===== src/rtl/stim_scheduler.sv =====
// Table-driven register scheduler: up to four {target, value, delay} events applied in order per run.
// Optional edge monitors on a[0]/b[1] are built only when STIM_EDGE_MON_EN is defined.
module stim_scheduler #(
  parameter int NUM_EVT = 4,
  parameter int MON_DLY = 5
) (
  input  logic       clk,
  input  logic       rst_n,
  input  logic       cfg_we,
  input  logic [1:0] cfg_idx,
  input  logic [1:0] cfg_sel,
  input  logic [7:0] cfg_val,
  input  logic [7:0] cfg_dly,
  input  logic [2:0] cfg_len,
  input  logic       start,
  input  logic       abort,
  output logic       busy,
  output logic       done,
  output logic [7:0] a,
  output logic [7:0] b,
  output logic [7:0] c,
  output logic [7:0] d,
  output logic       mon_a,
  output logic       mon_b
);

  typedef enum logic [1:0] {
    IDLE = 2'd0,
    RUN  = 2'd1,
    DONE = 2'd2
  } state_t;

  // Handshake: start is a level sampled only in IDLE (with abort low); done is a
  // one-cycle pulse; busy is high exactly while the FSM is in RUN.
  state_t     state;
  logic [1:0] tbl_sel [NUM_EVT];
  logic [7:0] tbl_val [NUM_EVT];
  logic [7:0] tbl_dly [NUM_EVT];
  logic [2:0] len;
  logic [1:0] idx;
  logic [7:0] cnt;
  logic       last_evt;
  logic       due;

  if (NUM_EVT != 4 || MON_DLY < 2) begin : g_param_check
    $error("stim_scheduler: NUM_EVT must be 4 and MON_DLY at least 2");
  end

  assign last_evt = ({1'b0, idx} == (len - 3'd1));
  assign due      = (cnt == tbl_dly[idx]);

  // cnt restarts at 0 on each reference edge, so an event lands dly+1 edges later
  // and an 8-bit counter reaches 255 without wrapping.
  always_ff @(posedge clk or negedge rst_n) begin
    if (!rst_n) begin
      state <= IDLE;
      busy  <= 1'b0;
      done  <= 1'b0;
      len   <= 3'd0;
      idx   <= 2'd0;
      cnt   <= 8'd0;
      a     <= 8'd0;
      b     <= 8'd0;
      c     <= 8'd0;
      d     <= 8'd0;
      for (int i = 0; i < NUM_EVT; i++) begin
        tbl_sel[i] <= 2'd0;
        tbl_val[i] <= 8'd0;
        tbl_dly[i] <= 8'd0;
      end
    end else begin
      done <= (state == DONE);
      case (state)
        IDLE: begin
          if (cfg_we) begin
            tbl_sel[cfg_idx] <= cfg_sel;
            tbl_val[cfg_idx] <= cfg_val;
            tbl_dly[cfg_idx] <= cfg_dly;
          end
          if (start && !abort) begin
            len <= (cfg_len > 3'd4) ? 3'd4 : cfg_len;
            idx <= 2'd0;
            cnt <= 8'd0;
            if (cfg_len == 3'd0) begin
              state <= DONE;
            end else begin
              state <= RUN;
              busy  <= 1'b1;
            end
          end
        end
        RUN: begin
          if (abort) begin
            state <= IDLE;
            busy  <= 1'b0;
          end else if (due) begin
            case (tbl_sel[idx])
              2'd0: a <= tbl_val[idx];
              2'd1: b <= tbl_val[idx];
              2'd2: c <= tbl_val[idx];
              default: d <= tbl_val[idx];
            endcase
            cnt <= 8'd0;
            if (last_evt) begin
              state <= DONE;
              busy  <= 1'b0;
            end else begin
              idx <= idx + 2'd1;
            end
          end else begin
            cnt <= cnt + 8'd1;
          end
        end
        DONE: state <= IDLE;
        default: begin
          state <= IDLE;
          busy  <= 1'b0;
        end
      endcase
    end
  end

`ifdef STIM_EDGE_MON_EN
  // The rise is seen one edge late (through the delayed copy), so the countdown
  // loads MON_DLY-2 to land the pulse MON_DLY edges after the source edge.
  localparam logic [7:0] MON_LOAD = 8'(MON_DLY - 2);

  logic       a0_q;
  logic       b1_q;
  logic       pend_a;
  logic       pend_b;
  logic [7:0] cnt_a;
  logic [7:0] cnt_b;

  always_ff @(posedge clk or negedge rst_n) begin
    if (!rst_n) begin
      a0_q   <= 1'b0;
      b1_q   <= 1'b0;
      pend_a <= 1'b0;
      pend_b <= 1'b0;
      cnt_a  <= 8'd0;
      cnt_b  <= 8'd0;
      mon_a  <= 1'b0;
      mon_b  <= 1'b0;
    end else begin
      a0_q  <= a[0];
      b1_q  <= b[1];
      mon_a <= 1'b0;
      mon_b <= 1'b0;
      if (pend_a) begin
        if (cnt_a == 8'd0) begin
          mon_a  <= 1'b1;
          pend_a <= 1'b0;
        end else begin
          cnt_a <= cnt_a - 8'd1;
        end
      end else if (a[0] && !a0_q) begin
        pend_a <= 1'b1;
        cnt_a  <= MON_LOAD;
      end
      if (pend_b) begin
        if (cnt_b == 8'd0) begin
          mon_b  <= 1'b1;
          pend_b <= 1'b0;
        end else begin
          cnt_b <= cnt_b - 8'd1;
        end
      end else if (b[1] && !b1_q) begin
        pend_b <= 1'b1;
        cnt_b  <= MON_LOAD;
      end
    end
  end
`else
  assign mon_a = 1'b0;
  assign mon_b = 1'b0;
`endif

endmodule


===== config.mk =====
export PLATFORM = sky130hd
export DESIGN_NAME = stim_scheduler
export DESIGN_NICKNAME = d
export VERILOG_FILES = /design/src/rtl/stim_scheduler.sv
export SDC_FILE = /design/constraint.sdc
export NUM_CORES = 1
export LEC_CHECK = 0
export ABC_AREA = 1
export BUFFER_PORTS_ARGS = -buffer_cell sky130_fd_sc_hd__buf_2
export CORE_UTILIZATION = 47
export DETAILED_ROUTE_END_ITERATION = 6
export HOLD_SLACK_MARGIN = 0.08
export PLACE_DENSITY = 0.77
export SYNTH_ARGS = -nofsm -noshare
export SYNTH_HDL_FRONTEND = slang
export SYNTH_SLANG_ARGS = --single-unit
export TNS_END_PERCENT = 20

===== constraint.sdc =====
create_clock -name clk -period 1.9 [get_ports clk]
set_input_delay 0.19 -clock clk [delete_from_list [all_inputs] [get_ports clk]]
set_output_delay 0.19 -clock clk [all_outputs]
set_load 0.02 [all_outputs]

### After elaboration in Yosys (flattened, before gate mapping)

Index checks and enable logic that the tools add are counted.

| word-level totals | value |
|---|---|
| bits in registers | 121 |
| logic and storage cells | 103 |
| output and inout port bits | 36 |
| input port bits | 28 |

| operators by class | value |
|---|---|
| bitwise operators | 5 |
| $lt $le $gt $ge | 4 |
| multiplexer cells | 38 |
| $add $sub $neg | 3 |
| equal/unequal tests | 13 |
| reduce and logical (&&, ||, !) cells | 18 |

Operator list:

| operator | number |
|---|---|
| $bwmux 32 | 2 |
| $mux 8 | 8 |
| $bmux 8 s2 | 2 |
| $mux 2 | 12 |
| $demux 8 s2 | 1 |
| $pmux 8 s2 | 1 |
| $reduce_and 4->1 | 4 |
| $ne 2x2->1 const B | 5 |
| $reduce_and 5->1 | 2 |
| $add 8x1->8 const B | 1 |
| $bwmux 8 | 1 |
| $eq 8x8->1 | 1 |
| $pmux 2 s2 | 2 |
| $ge 3x3->1 const B | 2 |
| $ne 3x3->1 const B | 2 |
| $not 2->3 | 2 |
| $reduce_and 3->1 | 2 |
| $mux 1 | 5 |
| $bmux 2 s2 | 1 |
| $demux 2 s2 | 1 |
| $eq 2x1->1 const B | 2 |
| $eq 2x2->1 const B | 2 |
| $logic_not 2->1 | 2 |
| $reduce_and 2->1 | 2 |
| 13 further kinds | 16 |

### Logic depth before layout (Yosys ltp)

Gate-level depths: netlist of the first run.

| depth | value |
|---|---|
| depth after elaboration | 8 |
| mapped depth | 15 |
| mapped depth without buffers | 15 |

### Least setup slack after synthesis of the first run

No wires, ideal clock.

| timing | value |
|---|---|
| path type | register to register |
| start | register idx[0] |
| end | register b[0] |
| buffers on the path | 1 |
| slack | 0.124 ns |
| required time | 1.783 ns |
| period minus slack after synthesis | 1.776 ns |
| stages on the path, launching flop included | 14 |
| arrival | 1.659 ns |
| library setup time | 0.117 ns |
| path through | dfrtp_1 -> inv_2 -> buf_4 -> nand2_1 -> nand3_1 -> nand3_1 -> nand2_1 -> nand2_1 -> nor2_1 -> nand2_2 -> nor2_4 -> nand2_1 -> nand2_1 -> nand2_1 |

| on the way | value |
|---|---|
| cells in the longest elaborated chain, start to end | 6 |
| elaborated cells between the ends (all ways) | 13 |
| classes of those cells | 2 x eq/ne; 9 x mux; 1 x bitwise; 1 x reduce/logical |

Ends and longest elaborated chain:

| what | line | RTL |
|---|---|---|
| from (decl) | 40 | `logic [1:0] idx;` |
| from (signal assigned) | 108 | `idx <= idx + 2'd1;` |
| $not 2->3 (implied by the code) (*) | 50, 97, 99 |  |
| $bmux 8 s2 / $bmux 2 s2 (equally long branches) | 50, 97 |  |
| $mux 8 (implied by the code) / $mux 2 (equally long branches) (2 in a row) | 50, 97 |  |
| $eq 8x8->1 / $eq 2x1->1 (equally long branches) | 50, 97 |  |
| $reduce_and 4->1 (no source line) | - |  |
| to (signal assigned) | 99 | `2'd1: b <= tbl_val[idx];` |
| to (decl) | 20 | `output logic [7:0] b,` |

Mark *: on every way between the ends. The rest lies on a longest branch, timed or not. The select of a mux whose other input is x is not followed.
A chain may end at the register's enable or synchronous reset.

### Worst setup path in the final report of the first run

| timing | value |
|---|---|
| start | register idx[0] |
| end | register c[2] |

| on the way | value |
|---|---|
| cells in the longest elaborated chain, start to end | 6 |
| elaborated cells between the ends (all ways) | 13 |
| classes of those cells | 2 x eq/ne; 9 x mux; 1 x bitwise; 1 x reduce/logical |

Ends and longest elaborated chain:

| what | line | RTL |
|---|---|---|
| $not 2->3 (implied by the code) (*) | 50, 97, 100 |  |
| $bmux 8 s2 / $bmux 2 s2 (equally long branches) | 50, 97 |  |
| $mux 8 (implied by the code) / $mux 2 (equally long branches) (2 in a row) | 50, 97 |  |
| $eq 8x8->1 / $eq 2x2->1 (equally long branches) | 50, 97 |  |
| $reduce_and 4->1 (no source line) | - |  |
| to (signal assigned) | 100 | `2'd2: c <= tbl_val[idx];` |
| to (decl) | 21 | `output logic [7:0] c,` |

Marks and branches as above.

==> impl_metrics.ini, run 1 <==
[outcome]
status = complete, but fails checks
violations = negative setup slack

[die]
die_h_um = 111
fp-row-count = 39
core_area_um2 = 11500
fp.dieW_um = 111
die_area_um2 = 12300
start_util_pct = 48.4
pin_count = 64

[synthesis]
syn_inst = 677
ys_seq_area_share_pct = 54.5
synth.distinct_cells = 26
syn_avg_cell_area_um2 = 8.20
synth_top_flop_cell = dfrtp_1
synth_commonest_cells = nand2_1, dfrtp_1, o21ai_0
synth-seq-cells = 121
synth_top_area_share_pct = 54.5
synthTopCellsByArea = dfrtp_1, nand2_1, o21ai_0
yosysTopAreaCell = dfrtp_1
synthArstFlopShare_pct = 100
post-synth-top-count-cell = nand2_1
synth_edf_count = 0
synth_warnings = 0
syn_area_um2 = 5550

[min_path]
whs_path_depth = 3
min_to = tbl_dly[1]$_DFFE_PN0P_
min_path_type = primary input to flip-flop
hold_start = cfg_dly[1]

[power]
p_clk_share_pct = 28.8
sw_frac_of_total_pct = 37.6
p_switching_mw = 4.72
leakagePower_nw = 3.71
ir_drop_mv = 0.932
power.density_nw_per_um2 = 1760
combPwrFrac_pct = 37.4
seqPwrFrac_pct = 33.8
internal_power_mw = 7.85

[setup_path]
crit_fanout = 8
startpoint_type = flip-flop
reg2reg_depth = 14
worstReg2RegStart = idx[0]$_DFFE_PN0P_
endpoint_kind = flip-flop
reg2reg_to = c[2]$_DFFE_PN0P_
cp.required_ns = 2.25
critical_path_class = flip-flop to flip-flop
r2r_slack_ns = -0.05
cp.arrival_ns = 2.30

[sta]
rsz0062_at_grt = true
timing.fmax_mhz = 513
finalHoldViolCount = 0
period_share_pct = 103
worst_pin_slew_ns = 0.516
fin_crit_ns = 1.95
relSlewSlack_pct = 65.6
skew_ns = 0.00864
drv_slew = 0
layout_setup_ws_ns = -0.0488
setup_viol = 19

[finish]
antenna_cells = 0
multi_input_area_um2 = 2270
layoutNonFillerInstCount = 934
fill_cells = 926
area_delta_synth_final_pct = 28.7
fin_nets = 808
seqCellArea_um2 = 3030
drive_above_1_share_pct = 22.0

[placed_design]
place_ws_ns = -0.0808
place.gp.congestion = 0.825
port_buffers = 61
hpwl_um = 8640
place_inst = 888

[global_routing]
grt_max_degree = 74
grt_pass1_vias = 4911
grt.total_usage_pct = 23.4
grt_overflow = 0
antenna_found_initial = 0
grt_pass1_wl_um = 23100

[detailed_routing]
drt_first_pass_iters = 6
wl_um = 13500
drc_errors = 0
drt_iter0_markers = 443
vias_per_cell = 5.32
wl_per_cell_um = 14.4
ant_nets = 0
vias = 4968

[flow_run]
cap_violations = 0

[clock_network]
h-tree-depth = 4
clk_latency_ns = 0.42
tritoncts = yes
clk_pin_slew_ns = 0.06
clockBufferDepth = 2
ctsRootBufferMaster = clkbuf_16
clock-sinks = 121
cts_buffers = 17
[metrics by stage]
step	cell area (µm²)	hold WS [ns]	TNS (ns)	utilization, %	total power [mW]
detailed placement	6200	0.0635	-1.34	54.1	8.55
global placement	6200	0.0582	-0.0263	54.1	8.36
floorplan	5560	-0.106	0	-	7.03
CTS	6990	0.0826	-0.0222	60.9	12.3
global route	7150	0.0920	-5.52	62.3	13.4
finish	7150	0.0749	-0.568	62.3	12.6
[flip-flops by register name, indices dropped and copies added (netlist names), 2 cells and up]
| signal | count |
|---|---|
| a | 8 |
| b | 8 |
| c | 8 |
| cnt | 8 |
| d | 8 |
| idx | 2 |
| len | 3 |
| state | 2 |
| tbl_dly | 32 |
| tbl_sel | 8 |
| tbl_val | 32 |
[layer usage]
| layer | track usage (%) | wire length, µm | vias up |
|---|---|---|---|
| li1 | - | - | 2368 |
| met1 | 31.9 | 6180 | 2391 |
| met2 | 37.3 | 6410 | 189 |
| met3 | 5.14 | 686 | 20 |
| met4 | 7.82 | 216 | 0 |
| met5 | 0 | 0 | - |
[cells by family (layout without fill, tap and decap cells)]
logic type      Yosys count  in the layout  share of synthesized area [%]
compound gates          107            107                           9.89
xor+xnor                  9              9                           1.42
fa+ha+maj                 2              2                          0.451
buf+inv                  89            202                           6.58
flops                   121            121                           54.5
other cells               1              2                         0.0675
simple gates            348            348                           27.0
[worst max-delay path, cell delays in order, from the launching register on]
cell     delay, ns
dfrtp_2       0.49
buf_6         0.17
nand2_1       0.06
nand3_1       0.11
nand2_1       0.10
nand2_1       0.05
nand2_1       0.06
nand2_1       0.06
nor2_2        0.09
nand2_2       0.09
nor2_4        0.17
buf_6         0.17
buf_6         0.10
nand3_1       0.06
nand2_1       0.09
[how the worst max path moves through the flow]
stage / from / end / slack (ns) / depth (start not counted)
2_1_floorplan: idx[0]$_DFFE_PN0P_ / b[0]$_DFFE_PN0P_ / 0.12 / 13
3_5_place_dp: idx[0]$_DFFE_PN0P_ / c[3]$_DFFE_PN0P_ / -0.08 / 15
5_1_grt: idx[0]$_DFFE_PN0P_ / a[2]$_DFFE_PN0P_ / -0.18 / 15
6_report: idx[0]$_DFFE_PN0P_ / c[2]$_DFFE_PN0P_ / -0.05 / 14
3_3_place_gp: idx[0]$_DFFE_PN0P_ / idx[0]$_DFFE_PN0P_ / -0.008 / 15
4_1_cts: idx[0]$_DFFE_PN0P_ / a[2]$_DFFE_PN0P_ / -0.01 / 14
[final cells by class]
| class | instances | area share (%) |
|---|---|---|
| sequential | 121 | 42.4 |
| multi-input combinational | 468 | 31.7 |
| timing repair buffer | 106 | 10.4 |
| clock buffer | 22 | 6.78 |
| inverter | 63 | 3.48 |
| clock inverter | 10 | 2.64 |
| tap | 143 | 2.50 |
| timing repair inverter | 1 | 0.0876 |
[cells in the final DEF, fill, tap and decap left out, types with 3 or more instances in the layout]
cell	Yosys	routed
inv_1	56	56
nor2_1	36	34
clkbuf_8	0	4
clkinvlp_4	0	4
bufinv_16	0	5
dfrtp_1	121	120
xnor2_1	3	3
nor3_4	3	3
clkbuf_16	0	17
nand3_1	62	54
buf_2	4	60
dlygate4sd3_1	0	5
inv_2	7	5
nand2_2	6	13
nand2_1	225	215
nor3_1	4	4
buf_12	0	4
buf_6	1	9
o22ai_1	9	9
nand3b_1	8	8
o21ai_0	94	94
nand3_2	0	8
buf_4	5	28
xor2_1	6	6
[power groups by stage]
stage | Sequential, mW | Combinational (mW) | Clock (mW)
after detailed placement | 4.21 | 4.34 | 0
after global placement | 4.18 | 4.18 | 0
after floorplan | 4.36 | 2.67 | 0
after global routing | 4.37 | 5.25 | 3.77
after CTS | 4.21 | 4.47 | 3.64
final | 4.25 | 4.70 | 3.62
[what timing repair did]
| action | 4_1_cts | 5_1_grt |
|---|---|---|
| hold buffers | 5 | 0 |
| endpoints found under the setup margin | 34 | 45 |
| pin swaps | 1 | 16 |
| gates cloned | 1 | 1 |
| gates resized for setup | 8 | 34 |
| buffers inserted | 4 | 3 |
| endpoints found under the hold margin | 124 | 0 |
(Power assumes the default switching activity.)
==> inputs of run 2 (changes only) <==
- CAP_MARGIN: unset -> 5
- CTS_BUF_LIST: unset -> sky130_fd_sc_hd__clkbuf_16
- PLACE_DENSITY: 0.77 -> 0.74
- clock period: 1.9 -> 2 ns (I/O delays scaled with it)
==> run 2 against run 1 <==
The flow now finishes without violations; worst setup slack gained 0.15 ns; die area is the same; critical path depth shrank 4; clock-buffer cell count shrank 5; via count shrank 3.0%; final cell count shrank 1.6%; sequential cell count is the same; largest cell class unchanged; highest routed layer unchanged.
==> impl_metrics.ini, run 2 (same netlist as run 1, synthesis figures left out) <==
[clock_network]
cts_buffers = 17
clk_pin_slew_ns = 0.06
ctsRootBufferMaster = clkbuf_16
h-tree-depth = 4
clock-sinks = 121
cts_setup_buffers = 0
tritoncts = yes
clk_latency_ns = 0.42
clockBufferDepth = 2

[die]
pin_count = 64
die_h_um = 111
core_area_um2 = 11500
start_util_pct = 48.4
die_area_um2 = 12300
fp-row-count = 39
fp.dieW_um = 111

[finish]
multi_input_area_um2 = 2180
mostFrequentLayoutCells = nand2_1, dfrtp_1, o21ai_0
reg.largest.list = tbl_dly x32, tbl_val x32
fill_cells = 982
fin_area_um2 = 6870
antenna_cells = 0
area_delta_synth_final_pct = 23.7
utilization_pct = 59.9
layout_commonest_cell = nand2_1
seqCellArea_um2 = 3030
drive_above_1_share_pct = 18.7
fin_nets = 793

[setup_path]
cp_cell_sequence = buf_12, buf_6, nand2_1, nand3_1, nand2_2, inv_2, nor3_4, buf_4, nand3_1, nand2_1
cp.required_ns = 2.36
slowest_delay_ns = 0.44
cp.arrival_ns = 2.25
crit_fanout = 24
path_delay_family = simple AND/OR/NAND/NOR gates
cp_slowest_cell = dfrtp_2
critical_path_class = flip-flop to flip-flop
startpoint_type = flip-flop
path_buf_inv = 4
endpoint_kind = flip-flop

[global_routing]
top_usage_layer = met2
grtUsageMet2_pct = 36.9
grt.total_usage_pct = 23.1
gr-usage-met1_pct = 31.0
grt_pass1_wl_um = 22600
grt_max_degree = 48
antenna_found_initial = 0
grt_pass1_vias = 4617
grt_overflow = 0
grt.met3_usage_pct = 5.14

[sta]
layout_setup_ws_ns = 0.103
period_share_pct = 94.9
rsz0062_at_grt = true
skew_ns = 0.00767
fin_crit_ns = 1.90
fin_tns_setup_ns = 0
worst_pin_slew_ns = 0.547
finalHoldViolCount = 0
setup_viol = 0
drv_slew = 0
relSlewSlack_pct = 63.5
timing.fmax_mhz = 527

[power]
p_total_mw = 11.4
power.density_nw_per_um2 = 1660
leakagePower_nw = 3.59
ir_drop_mv = 0.835

[outcome]
status = complete, no violations

[detailed_routing]
drc_errors = 0
drt_first_pass_iters = 5
vias = 4820
wl_per_cell_um = 14.4
ant_nets = 0
wl_um = 13200
vias_per_cell = 5.24
drt_iter0_markers = 353

[placed_design]
place.gp.congestion = 0.845
place_ws_ns = -0.0209
hpwl_um = 8780
placed_cell_area_um2 = 6170
port_buffers = 61

[min_path]
min_path_type = primary input to flip-flop

[flow_run]
cap_violations = 0
[run 2: cell count changes in the layout (fill, tap and decap cells not counted), sizes merged]
cell	previous run	this run
clkinvlp	4	5
clkbuf	22	17
bufinv	5	4
buf	101	88
dlygate4sd3	5	4
clkinv	1	5
[run 2: power breakdown]
group / internal (mW) / leakage, nW / switching, mW / total, mW
Clock: 2.08 / 0.292 / 1.15 / 3.23
Combinational: 1.53 / 1.77 / 2.66 / 4.19
Sequential: 3.42 / 1.53 / 0.592 / 4.01
Total: 7.03 / 3.59 / 4.40 / 11.4
[run 2: metrics by stage]
| stage | hold WS [ns] | std cells |
|---|---|---|
| 2_1_floorplan | -0.0956 | 678 |
| 3_3_place_gp | 0.206 | 883 |
| 3_5_place_dp | 0.213 | 883 |
| 4_1_cts | 0.0842 | 919 |
| 5_1_grt | 0.0985 | 919 |
| 6_report | 0.0829 | 919 |
[run 2: final timing paths]
kind                                          from                       to  slack [ns]  depth (start not counted)
max in group asynchronous                    rst_n       idx[0]$_DFFE_PN0P_        1.02                          3
worst min-delay path                    cfg_val[6]  tbl_val[30]$_DFFE_PN0P_        0.08                          3
worst max register to register  idx[0]$_DFFE_PN0P_         c[2]$_DFFE_PN0P_        0.10                         10
worst max-delay path            idx[0]$_DFFE_PN0P_         c[2]$_DFFE_PN0P_        0.10                         10
min in group asynchronous                    rst_n         a[2]$_DFFE_PN0P_        0.32                          2
worst min register to register    b[3]$_DFFE_PN0P_         b[3]$_DFFE_PN0P_        0.46                          2
[run 2: layout make-up]
class	instances	area share, %
inverter	63	3.52
clock buffer	17	6.20
clock inverter	15	2.90
multi-input combinational	468	31.8
timing repair buffer	92	8.86
tap	143	2.61
sequential	121	44.1
[run 2: layer usage]
layer | part of all wire [%] | up-vias
met5 | 0 | -
met4 | 1.4 | 0
met3 | 4.0 | 17
met2 | 48 | 125
met1 | 47 | 2335
li1 | - | 2343
[run 2: worst min-delay path: cells and delay by family]
family	cells	cell delay (ns)
buffers and inverters	2	0.12
AO/OA/AOI/OAI	1	0.14
[run 2: repair_timing]
action | in CTS | in global routing
pin swaps | 0 | 1
endpoints found under the setup margin | 9 | 41
hold endpoints to repair | 41 | 0
hold buffers | 4 | 0
gates cloned | 0 | 0
gates resized for setup | 2 | 11
